## config.mk

```make
export PLATFORM = sky130hd
export DESIGN_NAME = dec3to8
export DESIGN_NICKNAME = d
export VERILOG_FILES = /design/src/rtl/dec3to8.sv
export SDC_FILE = /design/constraint.sdc
export NUM_CORES = 1
export LEC_CHECK = 0
export ABC_AREA = 1
export CAP_MARGIN = 25
export CORE_AREA = 10 10 47 49
export DETAILED_ROUTE_END_ITERATION = 10
export DIE_AREA = 0 0 57 59
export SETUP_SLACK_MARGIN = 0.4
export SLEW_MARGIN = 10
export SYNTH_ARGS = -nofsm -noshare
export SYNTH_HDL_FRONTEND = slang
export SYNTH_SLANG_ARGS = --single-unit
```

## constraint.sdc

```tcl
create_clock -name clk -period 1.49 [get_ports clk]
set_clock_uncertainty 0.1 [all_clocks]
set_input_delay 0.149 -clock clk [delete_from_list [all_inputs] [get_ports clk]]
set_output_delay 0.149 -clock clk [all_outputs]
set_load 0.005 [all_outputs]
```

## src/rtl/dec3to8.sv

```systemverilog
// dec3to8 - registered 3-to-8 one-hot decoder with a self-checking second path.
//
// Two independent decoders produce the same one-hot value from {en, in}:
//   - a shift-based path (d1 -> out1)
//   - a case-statement path (d2 -> out2)
// Both results are registered, together with a flag that records whether the two
// combinational decodes disagreed. In correct logic the flag never asserts. It lets
// a select-line consumer, such as a bank or chip-select generator, detect a corrupted
// decode.
//
// Ports:
//   clk      in   1  rising-edge clock
//   rst      in   1  synchronous, active-high reset; clears all three outputs
//   en       in   1  decode enable; 0 forces an all-zero decode
//   in       in   3  binary select, 0..7
//   out1     out  8  registered decode, shift implementation
//   out2     out  8  registered decode, case implementation
//   mismatch out  1  registered flag, 1 when the two combinational decodes differed
//
// Timing: one cycle of latency. {en, in} sampled at edge N appears on the outputs
// after edge N. Reset dominates enable.

module dec3to8 (
  input  logic       clk,
  input  logic       rst,
  input  logic       en,
  input  logic [2:0] in,
  output logic [7:0] out1,
  output logic [7:0] out2,
  output logic       mismatch
);

  logic [7:0] d1;
  logic [7:0] d2;

  // Shift path. A 3-bit shift amount on an 8-bit operand cannot overflow, so the
  // result is always exactly one-hot when enabled.
  always_comb begin
    d1 = 8'h00;
    if (en) begin
      d1 = 8'h01 << in;
    end
  end

  // Case path. This path deliberately shares no logic with the shift path, so a
  // fault in either one is visible as a disagreement. An X/Z select falls through
  // to the default and gives an all-zero decode.
  always_comb begin
    d2 = 8'h00;
    if (en) begin
      case (in)
        3'd0:    d2 = 8'h01;
        3'd1:    d2 = 8'h02;
        3'd2:    d2 = 8'h04;
        3'd3:    d2 = 8'h08;
        3'd4:    d2 = 8'h10;
        3'd5:    d2 = 8'h20;
        3'd6:    d2 = 8'h40;
        3'd7:    d2 = 8'h80;
        default: d2 = 8'h00;
      endcase
    end
  end

  // Each output has its own register, so the two paths remain independent up to
  // the pins.
  always_ff @(posedge clk) begin
    if (rst) begin
      out1 <= 8'h00;
    end else begin
      out1 <= d1;
    end
  end

  always_ff @(posedge clk) begin
    if (rst) begin
      out2 <= 8'h00;
    end else begin
      out2 <= d2;
    end
  end

  always_ff @(posedge clk) begin
    if (rst) begin
      mismatch <= 1'b0;
    end else begin
      mismatch <= (d1 != d2);
    end
  end

endmodule

```

==> impl_metrics.csv <==
group,metric,value,unit
outcome,outcome,"completed",
finish,layout_common_cells,"9 x clkdlybuf4s15_1, 8 x nor2_1, 7 x dfxtp_1",
worst_setup_path,worstSetupStartpointType,"flip-flop",
global_route,grt_pass1_wl,1240,um
global_route,grt_antenna_before_repair,0,
finish,mostFrequentLayoutCell,"clkdlybuf4s15_1",
yosys,ys_warn_count,0,
finish,largest_reg_flops,8,
routing,viasPerCell,3.78,
routing,ant_nets,0,
finish,nets,59,
yosys,synth_top_family_by_area,"buffers and inverters",
yosys,syn_area,312,um^2
yosys,yosysUniqueCellTypes,8,
timing,hold_viol,0,
die,dieArea,0.00336,mm^2
yosys,syn_area_per_cell,8.65,um^2
timing,rsz0062_at_grt,"true",
min_path,hp-class,"primary input to flip-flop",
timing,finalCriticalPeriod,1060,ps
pwr,peakVddDrop,0.000302,V
clock_tree,cts_sinks,8,
clock_tree,holdBufCountCts,0,
pwr,cellLeakagePower,0.226,nW
finish,n_antenna_cell,0,
clock_tree,cts_made_buffers,3,
die,coreArea,0.00140,mm^2
yosys,ys_seq_area_frac,0.514,
clock_tree,post_cts_buffers,0,
die,die_w,57,um
yosys,synth.area.mux_share,0,
worst_setup_path,path_class,"flip-flop to output pin",
worst_setup_path,critPathBufInv,1,
routing,initialDrtViolationCount,6,
job,maxCapViolCount,0,
clock_tree,cts_max_level,1,
yosys,synthSimpleGateAreaFrac,0.209,
timing,fin_crit_sh,0.709,
timing,tns,0,ps
timing,finalSetupViolations,0,
die,initial_core_util,0.222,
routing,wl_per_cell,11.3,um
die,floorplan.rows,14,
worst_setup_path,cp-end-kind,"output pin",
yosys,synth_compound_area_frac,0,
die,fp.dieH,59,um
yosys,postSynthCellCount,36,
routing,vias,253,
place,io_buffer_count,21,
finish,fill_cells,162,
clock_tree,cts_tree,"done",
global_route,globalRouteOverflowTotal,0,
worst_setup_path,arrival,810,ps
routing,routed_wl,754,um
clock_tree,clkTransAtPathRegs,50,ps
clock_tree,cts_root_buf,"clkbuf_4",
worst_setup_path,required,1240,ps
yosys,synth_fp_nets,42,
die,io_pins,23,
worst_setup_path,max_stage_delay,300,ps
global_route,gr-usage-all-layers,0.0499,
global_route,grt_max_degree,5,
timing,max_freq,947,MHz
routing,first_pass_iters,4,
timing,slew_violations,0,
finish,syn_to_final_growth,51.0,%
worst_setup_path,crit_slowest_cell,"dfxtp_1",
finish,reg_top3,"out1: 8 flops",
place,gp_congestion,0.751,
pwr,powerDensity,896,mW/mm^2
yosys,synth_xor_xnor_area_share,0,
pwr,p_total,0.421,mW
finish,final_layout_size_suffix_gt1_frac,0.235,
clock_tree,cts_max_path_buffers,2,
finish,top_register,"out1",
worst_setup_path,crit_fanout,2,
routing,drcViolationCount,0,
worst_setup_path,worstPathCellList,"dlygate4sd2_1",
yosys,synth_seq_cells,8,
yosys,synth_adder_area_share,0,
global_route,grt_pass1_vias,292,
worst_setup_path,critical_path.top_delay_family,"flip-flops",
==> metrics by stage <==
step | utilization | std cells | setup slack, ps | hold WS [ps] | instance area [um^2]
after floorplan | - | 36 | 815 | 192 | 312
after global placement | 0.338 | 64 | 423 | 678 | 474
after detailed placement | 0.338 | 64 | 400 | 690 | 474
after CTS | 0.341 | 67 | 387 | 416 | 478
after global routing | 0.336 | 67 | 386 | 448 | 470
final | 0.336 | 67 | 434 | 421 | 470
==> final cells by class <==
class                   count  area, um^2  area share
well taps                  16        20.0      0.0426
repair buffers             21         183       0.388
multi-input cells          15        68.8       0.146
clock buffers               3        22.5      0.0479
flip-flops and latches      8         161       0.343
inverters                   4        15.0      0.0319
==> logic make-up after synthesis <==
family / count (synthesis)
flops: 8
buf+inv: 13
other cells: 1
simple gates: 14
==> layer usage <==
layer	part of all wire	up-vias	GRT usage
met2	0.46	17	0.0698
met1	0.38	108	0.0444
li1	-	126	-
met5	0	-	0
met4	0.016	0	0.0403
met3	0.14	2	0.0451
==> Yosys cell counts (all sizes together) <==
library cell | n | area share
buf | 9 | 0.22
inv | 4 | 0.048
dfxtp | 8 | 0.51
nand3 | 2 | 0.064
conb | 1 | 0.012
nand2 | 4 | 0.048
nor2 | 8 | 0.096
==> path summary, 6_finish.rpt <==
kind / start / end / slack [ps] / cells after the start
max: out1[2] / out1[2] / 430 / 1
min: in[0] / out1[7] / 420 / 3
==> what timing repair did <==
action                                  4_1_cts  5_1_grt
endpoints found under the setup margin       16       15
hold endpoints to repair                      0        0
cloned                                        0        0
resized for setup                            17       19
==> report_power, final <==
part           switching [mW]  internal [mW]  total [mW]
sequential            0.00154          0.218       0.219
combinational          0.0178         0.0223      0.0401
clock                  0.0699         0.0919       0.162
(Power assumes the default switching activity.)
